--- src/rtl/uart_tx_arbiter_pkg.sv ---
// rtl/uart_tx_arbiter_pkg.sv - shared UART data width, arbiter state encoding and counter sizing
package uart_tx_arbiter_pkg;

  localparam int DATA_WIDTH = 8;

  typedef logic [1:0] arb_state_t;

  localparam arb_state_t ST_IDLE = 2'd0;
  localparam arb_state_t ST_SEND = 2'd1;
  localparam arb_state_t ST_GAP  = 2'd2;

  // One spare bit so a counter can hold its own limit without wrapping.
  function automatic int cnt_width(input int limit);
    return $clog2(limit) + 1;
  endfunction

endpackage

--- src/rtl/uart_rr_arb2.sv ---
// rtl/uart_rr_arb2.sv - two-way round-robin select; rr points at the requester favoured on a tie
module uart_rr_arb2 (
  input  logic sysclk,
  input  logic rst,
  input  logic enable,
  input  logic req0_valid,
  input  logic req1_valid,
  output logic grant0,
  output logic grant1
);

  logic rr;

  always_comb begin
    grant1 = enable & req1_valid & (~req0_valid | rr);
    grant0 = enable & req0_valid & (~req1_valid | ~rr);
  end

  always_ff @(posedge sysclk) begin
    if (rst) begin
      rr <= 1'b0;
    end else if (grant0) begin
      rr <= 1'b1;
    end else if (grant1) begin
      rr <= 1'b0;
    end
  end

endmodule

--- src/rtl/uart_tx_arbiter.sv ---
// rtl/uart_tx_arbiter.sv - shares one UART transmitter between two byte requesters
module uart_tx_arbiter
  import uart_tx_arbiter_pkg::*;
#(
  parameter int GAP_CYCLES     = 16,
  parameter int TIMEOUT_CYCLES = 200000
) (
  input  logic                  sysclk,
  input  logic                  rst,
  input  logic                  req0_valid,
  input  logic                  req1_valid,
  input  logic [DATA_WIDTH-1:0] req0_byte,
  input  logic [DATA_WIDTH-1:0] req1_byte,
  output logic                  req0_ready,
  output logic                  req1_ready,
  output logic                  o_tx_start,
  output logic [DATA_WIDTH-1:0] o_tx_byte,
  input  logic                  i_tx_done,
  output logic                  o_busy,
  output logic                  o_grant,
  output logic                  o_timeout
);

  localparam int GW = cnt_width(GAP_CYCLES);
  localparam int TW = cnt_width(TIMEOUT_CYCLES);
  localparam logic [GW-1:0] GAP_LAST = GW'(GAP_CYCLES - 1);
  localparam logic [TW-1:0] TO_LAST  = TW'(TIMEOUT_CYCLES - 1);

  arb_state_t    state;
  arb_state_t    next_state;
  logic [TW-1:0] send_cnt;
  logic [GW-1:0] gap_cnt;
  logic          arb_en;
  logic          grant0;
  logic          grant1;
  logic          fire;
  logic          timeout_hit;

  // Holding arb_en low during reset keeps a same-cycle request from being accepted.
  assign arb_en      = (state == ST_IDLE) & ~rst;
  assign fire        = grant0 | grant1;
  assign req0_ready  = grant0;
  assign req1_ready  = grant1;
  assign timeout_hit = (state == ST_SEND) && (send_cnt == TO_LAST);

  uart_rr_arb2 u_arb (
    .sysclk     (sysclk),
    .rst        (rst),
    .enable     (arb_en),
    .req0_valid (req0_valid),
    .req1_valid (req1_valid),
    .grant0     (grant0),
    .grant1     (grant1)
  );

  always_ff @(posedge sysclk) begin
    if (rst) begin
      state <= ST_IDLE;
    end else begin
      state <= next_state;
    end
  end

  always_comb begin
    next_state = state;
    case (state)
      ST_IDLE: if (fire) next_state = ST_SEND;
      ST_SEND: if (i_tx_done || timeout_hit) next_state = (GAP_CYCLES == 0) ? ST_IDLE : ST_GAP;
      ST_GAP:  if (gap_cnt == GAP_LAST) next_state = ST_IDLE;
      default: next_state = ST_IDLE;
    endcase
  end

  always_comb begin
    o_tx_start = (state == ST_SEND);
    o_busy     = (state != ST_IDLE);
    o_timeout  = timeout_hit & ~i_tx_done;
  end

  always_ff @(posedge sysclk) begin
    if (rst) begin
      o_tx_byte <= '0;
      o_grant   <= 1'b0;
      send_cnt  <= '0;
      gap_cnt   <= '0;
    end else begin
      if (fire) begin
        o_tx_byte <= grant1 ? req1_byte : req0_byte;
        o_grant   <= grant1;
      end
      if (state == ST_SEND && next_state == ST_SEND && send_cnt != TO_LAST) begin
        send_cnt <= send_cnt + 1'b1;
      end else begin
        send_cnt <= '0;
      end
      if (state == ST_GAP && next_state == ST_GAP) begin
        gap_cnt <= gap_cnt + 1'b1;
      end else begin
        gap_cnt <= '0;
      end
    end
  end

endmodule

--- config.mk ---
export PLATFORM = sky130hd
export DESIGN_NAME = uart_tx_arbiter
export DESIGN_NICKNAME = d
export VERILOG_FILES = /design/src/rtl/uart_tx_arbiter_pkg.sv /design/src/rtl/uart_rr_arb2.sv /design/src/rtl/uart_tx_arbiter.sv
export SDC_FILE = /design/constraint.sdc
export NUM_CORES = 1
export LEC_CHECK = 0
export ABC_AREA = 1
export ABC_CLOCK_PERIOD_IN_PS = 1600
export CAP_MARGIN = 25
export CELL_PAD_IN_SITES_DETAIL_PLACEMENT = 2
export CELL_PAD_IN_SITES_GLOBAL_PLACEMENT = 2
export CORE_MARGIN = 2
export CORE_UTILIZATION = 25
export DETAILED_ROUTE_END_ITERATION = 7
export PLACE_DENSITY = 0.76
export SLEW_MARGIN = 15
export SYNTH_ARGS = -nofsm -noshare
export SYNTH_HDL_FRONTEND = slang
export SYNTH_SLANG_ARGS = --single-unit
--- constraint.sdc ---
create_clock -name sysclk -period 1.6 [get_ports sysclk]
set_clock_uncertainty 0.05 [all_clocks]
set_input_delay 0.48 -clock sysclk [delete_from_list [all_inputs] [get_ports sysclk]]
set_output_delay 0.48 -clock sysclk [all_outputs]
set_load 0.005 [all_outputs]
# Word level (Yosys, flattened, before mapping)
# Cells that the tools add are included.
# totals
ff_bits,36
latch_bits,0
ramBits,0
rom_bits,0
inputBits,21
elab_cells,48
n_memories,0
# op_classes
add_sub_neg,2
n_mul,0
div,0
magnitude_cmp,0
n_eq_ne,7
shifts,0
n_mux,7
bitwise,16
reduce_logical,10
# op_table
op,n
"19-bit by 1-bit adder with 19-bit output, second input constant",1
"19-bit by 18-bit == test with 1-bit output, second input constant",1
"19-bit by 18-bit inequality test with 1-bit output, second input constant",1
8-bit 2-to-1 mux,1
1-bit inverter,7
1-bit bitwise AND,6
2-bit 2-to-1 mux,3
2-bit one-hot mux with 3 select lines,1
"5-bit by 1-bit adder with 5-bit output, second input constant",1
"5-bit by 4-bit == test with 1-bit output, second input constant",1
"2-bit by 1-bit == test with 1-bit output, second input constant",2
"2-bit == test, second input constant",2
1-bit logical AND,4
2-bit nonzero test,2
2-bit OR reduction,2
1-bit OR,3
2-bit logical NOT,1
1-bit 2-to-1 mux,2
1-bit logical OR,1

# Depth between registers and ports, before layout
# Gate-level depths: netlist of run 1.
# logic_depth
ltp_word,12
depth_mapped,8

# Cells and area by module
# From an unflattened synthesis of run 1, not the netlist that was laid out.
# unflattened
hier_cells,254
hier_area_um2,1764.2
# by_module_without_submodules
mod,instances,cells_each,area_per_inst_um2
uart_tx_arbiter,1,243,1697.9
uart_rr_arb2,1,11,66.3

# Worst setup path after synthesis of run 1
# No wires, ideal clock.
# synth_timing
kind,in2out
from,input rst
to,output req1_ready
arrival_ps,1084
slack_ps,-14
path_stages,7
cell_sequence,inv_2 > nand3_1 > inv_2 > nand2_2 > buf_6 > buf_6 > inv_1
# synth_via
elab_chain_len,4
# synth_lines
element,line_no,source
start: declaration,uart_tx_arbiter.sv:9,"input logic rst,"
1-bit inverter,uart_tx_arbiter.sv:40,assign arb_en = (state == ST_IDLE) & ~rst;
1-bit bitwise AND,uart_tx_arbiter.sv:40,
1-bit bitwise AND (2 in a row),uart_rr_arb2.sv:15,grant1 = enable & req1_valid & (~req0_valid | rr);
end: declaration,uart_tx_arbiter.sv:15,"output logic req1_ready,"
# No other way between the ends.

# Final worst setup path of run 1
# layout_timing
from,register send_cnt[5]
to,output o_timeout
# layout_via
elab_chain_len,3
# layout_lines
element,line_no,source
start: declaration,uart_tx_arbiter.sv:31,logic [TW-1:0] send_cnt;
start signal: assignment,uart_tx_arbiter.sv:92,send_cnt <= send_cnt + 1'b1;
19-bit by 18-bit == test with 1-bit output,uart_tx_arbiter.sv:44,assign timeout_hit = (state == ST_SEND) && (send_cnt == TO_LAST);
1-bit logical AND,uart_tx_arbiter.sv:44,
1-bit bitwise AND,uart_tx_arbiter.sv:77,o_timeout = timeout_hit & ~i_tx_done;
end: declaration,uart_tx_arbiter.sv:21,output logic o_timeout
# No other way between the ends.

==> flow_summary.toml, run 1 <==
[power]
power_frac_comb = 0.177
power_switching_share = 0.274
power_leakage_nw = 1.18
p_sw_mw = 0.552
p_int_mw = 1.46
power_mw = 2.02
ir_drop_mv = 0.254
pwr-share-clk = 0.352
seqPwrFrac = 0.471
power_density_nw_per_um2 = 727

[timing]
worstMarginPinSlew_ns = 0.325
finalSetupViolations = 4
maxSlewViolCount = 0
min_period_ns = 1.95
fin_crit_sh = 1.22
hold_viol_final = 0
rsz0062_at_grt = "true"
maxClockFrequency_ghz = 0.513
hold-worst-slack_ns = 0.401
slew_headroom = 0.782
finalSetupTns_ns = -0.667
setup_slack_ns = -0.351

[clocking]
clk_pin_slew_ns = 0.07
clk_latency_ns = 0.30
cts_tree = "done"
cts_root_buffer = "clkbuf_8"
cts_inserted_buffers = 5
numClockSinks = 36
cts_hold_repair.buffers = 0
cts_max_path_buffers = 2
h-tree-depth = 2

[global_route]
grt-ovfl-total = 0
grt_max_degree = 20
antenna_found_initial = 0
track_usage = 0.175
grt_pass1_vias = 2041
grt_pass1_wl_um = 10100

[floorplan]
start_util = 0.256
die_h_um = 87.2
fp.dieW_um = 87.2
die-area_sq_um = 7600
rows = 30
coreArea_sq_um = 6760
io_pins = 35

[routing]
dr.pass1.iters = 4
vias = 1925
avgViaCountPerCell = 4.75
wl_per_cell_um = 17.1
postRouteAntennaNets = 0
drt_iter0_drc = 38
drc_errors = 0
wl_um = 6940

[placement]
hpwl_um = 4320
io_buffer_count = 34
dp_cells = 388
dpl_worst_slack_ns = -0.768
postPlaceCellArea_sq_um = 2450
place.gp.congestion = 0.754

[setup_path]
cpPeakStageDelay_ns = 0.34
critPathSlowestCell = "dfxtp_1"
crit_path_start_kind = "register"
end_kind = "output pin"
worstPathArrival_ns = 1.42
required_ns = 1.07
worst-setup-path-type = "register to output pin"
cp_cell_sequence = "nand2_1 > inv_1 > nand4_1 > nor4_2 > buf_2"
critPathMaxFanout = 2

[cells_and_area]
stdcell_count = 405
drive_gt1_frac = 0.326
area_delta_synth_final_pct = 60.3
design_area_sq_um = 2770
fin_nets = 348
final_core_util = 0.410
diodes = 0
nFillCells = 762

[yosys]
ys_types = 24
yosysTopAreaCell = "dfxtp_1"
synth_top_area_share = 0.417
synthTopCellsByArea = "dfxtp_1 (42%), nor2_1 (10%), nand2_1 (9.8%)"
syn_avg_cell_area_sq_um = 7.30
ys_warn_count = 0
ys_seq_elements = 36
syn_area_sq_um = 1730
async_reset_ff_frac = 0
synth_fp_nets = 261
synthCells = 237
yosys_most_used_dff = "dfxtp_1"
synth_most_common_cell = "nor2_1"
seq_area_frac_synth = 0.417
synth_edf_count = 0
netlist_top_cells_count = "nor2_1 (48), nand2_1 (45), dfxtp_1 (36), inv_1 (30), a21oi_1 (14)"

[outcome]
outcome = "complete, but fails checks"
failed_checks = "setup timing"

[flow_run]
drv_cap = 0

[hold_path]
hp-class = "register to register"
logic make-up (layout without fill, tap and decap cells):
group / after synthesis / after routing / share of synthesized area
adders and majority gates: 3 / 3 / 0.0217
DFF: 36 / 36 / 0.417
buffers and inverters: 38 / 126 / 0.0955
and+or+nand+nor: 125 / 125 / 0.325
AOI/OAI and AO/OA: 22 / 22 / 0.0753
xor gates and xnor gates: 13 / 13 / 0.0658
worst max-delay path: cells and delay by family (launching register included):
| kind | cells | cell delay [ns] |
|---|---|---|
| buffers and inverters | 2 | 0.29 |
| DFF | 1 | 0.34 |
| and+or+nand+nor | 3 | 0.49 |
layout make-up:
cell class              instances  area [sq um]  share of cell area
clock buffers                   8          90.1              0.0325
inverters                      34           143              0.0514
multi-input cells             163           963               0.347
flip-flops and latches         36           733               0.264
well taps                      80           100              0.0361
repair buffers                 84           743               0.268
placed cells by master, fill, tap and decap left out, types with 9 or more instances in the layout:
cell type and n:
dlygate4sd2_1 10, dfxtp_1 28, nand2_1 42, inv_1 25, nor2_1 39, nand3_1 9, buf_4 42, clkdlybuf4s50_1 17
a21oi_1 14, buf_6 11
state kept, by name, summed over array words and instances (netlist names):
signal     cells
gap_cnt        5
o_grant        1
u_arb.rr       1
state          2
send_cnt      19
o_tx_byte      8
per-layer routing:
metal  global-route usage  share of wire  wire length [um]  vias to the layer above
li1                     -              -                 -                      923
met1                0.201           0.42              2890                      963
met2                0.314           0.53              3660                       26
met3               0.0398          0.028               192                       13
met4               0.0671          0.029               199                        0
met5                    0              0                 0                        -
power groups by stage:
stage / logic, mW / clock network [mW] / registers [mW]
finish: 0.358 / 0.709 / 0.950
global route: 0.387 / 0.763 / 0.953
CTS: 0.322 / 0.723 / 0.948
detailed placement: 0.295 / 0 / 0.964
global placement: 0.284 / 0 / 0.962
floorplan: 0.113 / 0 / 0.964
final timing paths:
check                                 start  slack (ns)  depth (start not counted)           end
worst max-delay path            send_cnt[5]       -0.35                          5     o_timeout
worst min-delay path             gap_cnt[0]        0.40                          1    gap_cnt[0]
worst max register to register  send_cnt[0]        0.03                         10  send_cnt[12]
worst min register to register   gap_cnt[0]        0.40                          1    gap_cnt[0]
repair_timing:
item                       CTS  global route
pin swaps                    9             9
buffers inserted             5            11
resized for setup           69            31
setup endpoints to repair   44            38
(Power assumes the default switching activity.)
==> inputs of run 2 (changes only) <==
--- a/config.mk
+++ b/config.mk
@@ -10,7 +10,6 @@
 export CAP_MARGIN = 25
 export CELL_PAD_IN_SITES_DETAIL_PLACEMENT = 2
 export CELL_PAD_IN_SITES_GLOBAL_PLACEMENT = 2
-export CORE_MARGIN = 2
 export CORE_UTILIZATION = 25
 export DETAILED_ROUTE_END_ITERATION = 7
 export PLACE_DENSITY = 0.76
==> run 2 against run 1 <==
- the flow still finishes with violations (setup timing)
- largest cell class unchanged
- utilization increased by 3.8 points
- sequential power hardly changed
- clock power up 4.2%
- critical endpoint unchanged
- setup slack improved by 0.036 ns
- critical path depth up 1
- clock-buffer cell count fell by 1
==> flow_summary.toml, run 2 (synthesized netlist as in run 1, its figures left out) <==
[setup_path]
critPathSlowestCell = "dfxtp_2"
cp_cell_sequence = "ha_4 > nand3_4 > inv_4 > nand4_1 > nor4_1 > buf_2"
critPathBufInv = 2
cpPeakStageDelay_ns = 0.36
cp_top_family = "flip-flops"
end_kind = "output pin"
required_ns = 1.07
startpoint = "send_cnt[0]"
worst-setup-path-type = "register to output pin"
critPathMaxFanout = 2
crit_path_start_kind = "register"
worstPathArrival_ns = 1.39
r2r-start = "send_cnt[0]"

[global_route]
grt_max_degree = 20
track_usage = 0.226
grt_pass1_wl_um = 11900
grt_pass1_vias = 2219
antenna_found_initial = 0
grt-ovfl-total = 0

[timing]
fin_crit_sh = 1.20
hold-worst-slack_ns = 0.409
maxClockFrequency_ghz = 0.522
finalSetupViolations = 25
worstMarginPinSlew_ns = 0.298
hold_viol_final = 0
min_period_ns = 1.92
setup_slack_ns = -0.315
slew_headroom = 0.800
rsz0062_at_grt = "true"
maxSlewViolCount = 0

[routing]
dr.pass1.iters = 4
drt_iter0_drc = 72
wl_per_cell_um = 19.5
vias = 1979
avgViaCountPerCell = 4.83
drc_errors = 0
postRouteAntennaNets = 0
wl_um = 8000

[floorplan]
coreArea_sq_um = 6490
rows = 29
die-area_sq_um = 7250
start_util = 0.266
io_pins = 35
fp.dieW_um = 85.2
die_h_um = 85.2

[cells_and_area]
multi_input_area_sq_um = 961
regArea_sq_um = 729
top_register = "send_cnt"
fin_nets = 357
nFillCells = 701
largest_reg_flops = 19
mostFrequentLayoutCell = "nor2_1"
diodes = 0
reg_top3 = "send_cnt: 19 flops, o_tx_byte: 8 flops, gap_cnt: 5 flops"
final_core_util = 0.448
area_delta_synth_final_pct = 68.2
drive_gt1_frac = 0.330
layout_common_cells = "nor2_1 (44), nand2_1 (43), buf_4 (41), dfxtp_1 (29), inv_1 (25)"

[clocking]
cts_hold_repair.buffers = 0
clk_latency_ns = 0.31
cts_root_buffer = "clkbuf_8"
h-tree-depth = 2
cts_max_path_buffers = 2
cts_tree = "done"
numClockSinks = 36
clk_pin_slew_ns = 0.07
cts_inserted_buffers = 5

[hold_path]
hp-class = "register to register"
hold_start = "gap_cnt[0]"

[outcome]
failed_checks = "setup timing"
outcome = "complete, but fails checks"

[power]
ir_drop_mv = 0.402
power_density_nw_per_um2 = 715
power_leakage_nw = 1.25

[placement]
place.gp.congestion = 0.786
hpwl_um = 4400
io_buffer_count = 34

[flow_run]
drv_cap = 0
-- run 2: cell count changes in the layout (fill, tap and decap cells not counted), sizes merged --
cell / change
buf: +7
clkdlybuf4s15: +1
-- run 2: area by class of cell --
cell class                 count  share of cell area
clock buffer                   7              0.0331
inverter                      34              0.0482
multi-input combinational    163               0.330
sequential                    36               0.251
tap                           77              0.0331
timing repair buffer          93               0.305
-- run 2: final timing paths --
| path | endpoint | slack, ns | cells after the start |
|---|---|---|---|
| setup / recovery | o_timeout | -0.32 | 6 |
| hold / removal | gap_cnt[0] | 0.41 | 1 |
| setup reg to reg | send_cnt[9] | -0.22 | 11 |
| hold reg to reg | gap_cnt[0] | 0.41 | 1 |
-- run 2: routing by layer --
layer,global-route usage,vias up,share of wire,wire [um]
li1,-,940,-,-
met1,0.235,971,0.39,3140
met2,0.420,42,0.54,4290
met3,0.0447,26,0.024,194
met4,0.133,0,0.046,369
met5,0,-,0,0
-- run 2: repair_timing --
item / 4_1_cts / 5_1_grt
cloned: 2 / 1
endpoints found under the setup margin: 45 / 39
pin swaps: 10 / 8
hold endpoints to repair: 0 / 0
buffers inserted: 10 / 9
gates resized for setup: 66 / 30
-- run 2: through the flow --
step | area (sq um) | power, mW | setup TNS, ns | worst slack (ns) | cells
after floorplan | 1730 | 1.08 | 0 | 0.0150 | 237
after global placement | 2440 | 1.24 | -8.08 | -0.708 | 384
after detailed placement | 2440 | 1.26 | -9.28 | -0.745 | 384
after CTS | 2730 | 2.01 | -0.919 | -0.454 | 402
after global routing | 2910 | 2.16 | -5.78 | -0.423 | 410
final | 2910 | 2.08 | -4.20 | -0.315 | 410
-- run 2: power by group --
group	total (mW)	internal, mW	switching (mW)
combinational	0.389	0.203	0.186
sequential	0.951	0.929	0.0226
clock	0.739	0.384	0.355
==> inputs of run 3 (changes only) <==
--- a/config.mk
+++ b/config.mk
@@ -13,6 +13,7 @@
 export CORE_UTILIZATION = 25
 export DETAILED_ROUTE_END_ITERATION = 7
 export PLACE_DENSITY = 0.76
+export SKIP_LAST_GASP = 1
 export SLEW_MARGIN = 15
 export SYNTH_ARGS = -nofsm -noshare
 export SYNTH_HDL_FRONTEND = slang
==> run 3 against run 2 <==
- the flow still finishes with violations (setup timing)
- utilization grew 0.19 points
- die area is the same
- non-clock buffer count shrank 1
- maximum frequency shrank 2.8%
- design area grew 0.43%
- setup slack lost 0.056 ns
- clock-buffer cell count is the same
- first-iteration DRC count grew 21%
- hold slack lost 0.0022 ns
- sequential power is essentially flat
- register-to-register slack gained 0.17 ns
==> flow_summary.toml, run 3 (synthesized netlist as in run 1, its figures left out) <==
[outcome]
outcome = "complete, but fails checks"
failed_checks = "setup timing"

[setup_path]
worstPathArrival_ns = 1.44
end_kind = "output pin"
reg2reg_depth = 8
rrSetupSlack_ns = -0.05
r2r-start = "send_cnt[6]"
critPathMaxFanout = 2
required_ns = 1.07
worst-setup-path-type = "register to output pin"
crit_path_start_kind = "register"
worstReg2RegEnd = "state[1]"

[clocking]
cts_hold_repair.buffers = 0
cts_tree = "done"
clk_latency_ns = 0.30
h-tree-depth = 2
cts_root_buffer = "clkbuf_8"
clk_pin_slew_ns = 0.07
numClockSinks = 36
cts_max_path_buffers = 2
cts_inserted_buffers = 5

[timing]
finalSetupTns_ns = -1.17
slew_headroom = 0.794
finalSetupViolations = 12
hold_viol_final = 0
maxSlewViolCount = 0
fin_crit_sh = 1.23
worstMarginPinSlew_ns = 0.308
rsz0062_at_grt = "true"
hold-worst-slack_ns = 0.407
min_period_ns = 1.97
maxClockFrequency_ghz = 0.507
setup_slack_ns = -0.371

[placement]
postPlaceCellArea_sq_um = 2440
place.gp.congestion = 0.786
dp_cells = 384
io_buffer_count = 34
hpwl_um = 4400

[routing]
drc_errors = 0
drt_iter0_drc = 87
vias = 1999
postRouteAntennaNets = 0
wl_per_cell_um = 20.9
dr.pass1.iters = 4
wl_um = 8540
avgViaCountPerCell = 4.89

[floorplan]
io_pins = 35
coreArea_sq_um = 6490
fp.dieW_um = 85.2
start_util = 0.266
die_h_um = 85.2
rows = 29
die-area_sq_um = 7250

[power]
ir_drop_mv = 0.321
power_density_nw_per_um2 = 715
power_leakage_nw = 1.25
power_mw = 2.09

[global_route]
grt_pass1_wl_um = 11300
grt_max_degree = 20
antenna_found_initial = 0
track_usage = 0.210
grt_pass1_vias = 2179
grt-ovfl-total = 0

[cells_and_area]
layout_common_cells = "buf_4 (44), nor2_1 (42), nand2_1 (41), dfxtp_1 (29), inv_1 (25)"
area_delta_synth_final_pct = 69.0
diodes = 0
nFillCells = 713
design_area_sq_um = 2920
top_register = "send_cnt"
fin_nets = 356
mostFrequentLayoutCell = "buf_4"
reg_top3 = "send_cnt: 19 flops, o_tx_byte: 8 flops, gap_cnt: 5 flops"
stdcell_count = 409
largest_reg_flops = 19
drive_gt1_frac = 0.346

[hold_path]
worst_hold_path.num_cells = 1
hold_start = "gap_cnt[0]"
hp-class = "register to register"
worstHoldEndpoint = "gap_cnt[0]"

[flow_run]
drv_cap = 0
run 3: cell count changes in the layout (fill, tap and decap cells not counted), sizes merged:
cell / delta
buf: -1
run 3: repair_timing:
action	CTS	global route
pin swaps	10	8
cloned	2	1
resized for setup	60	36
buffers inserted	10	9
endpoints found under the setup margin	45	38
run 3: how the worst max path moves through the flow:
stage / from / to / slack, ns
global route: state[0] / o_timeout / -0.45
finish: state[0] / o_timeout / -0.37
global placement: rst / req0_ready / -0.71
CTS: send_cnt[1] / o_timeout / -0.45
floorplan: rst / req1_ready / 0.01
detailed placement: rst / req1_ready / -0.74
run 3: worst max-delay path: stages (launching register included):
cell	delay (ns)
dfxtp_2	0.35
inv_2	0.04
nor2_1	0.18
inv_1	0.15
nor4_1	0.26
buf_2	0.15
run 3: layout make-up:
cell class / count / area [sq um] / share of cell area
inverters: 34 / 140 / 0.0480
repair buffers: 92 / 888 / 0.304
well taps: 77 / 96.3 / 0.0330
flip-flops and latches: 36 / 729 / 0.250
multi-input cells: 163 / 971 / 0.332
clock buffers: 7 / 96.3 / 0.0330
run 3: power breakdown:
group          switching [mW]  internal (mW)  total, mW
Sequential             0.0206          0.929      0.949
Combinational           0.193          0.208      0.401
Clock                   0.355          0.384      0.739
Total                   0.568           1.52       2.09
run 3: metal layers:
layer / up-vias / global-route usage / share of wire
li1: 940 / - / -
met1: 1001 / 0.236 / 0.40
met2: 42 / 0.379 / 0.54
met3: 16 / 0.0331 / 0.030
met4: 0 / 0.112 / 0.028
met5: - / 0 / 0
run 3: stage by stage:
| stage | utilization | worst slack [ns] |
|---|---|---|
| after global placement | 0.376 | -0.708 |
| after floorplan | - | 0.0150 |
| final | 0.450 | -0.371 |
| after global routing | 0.450 | -0.453 |
| after detailed placement | 0.376 | -0.745 |
| after CTS | 0.417 | -0.454 |
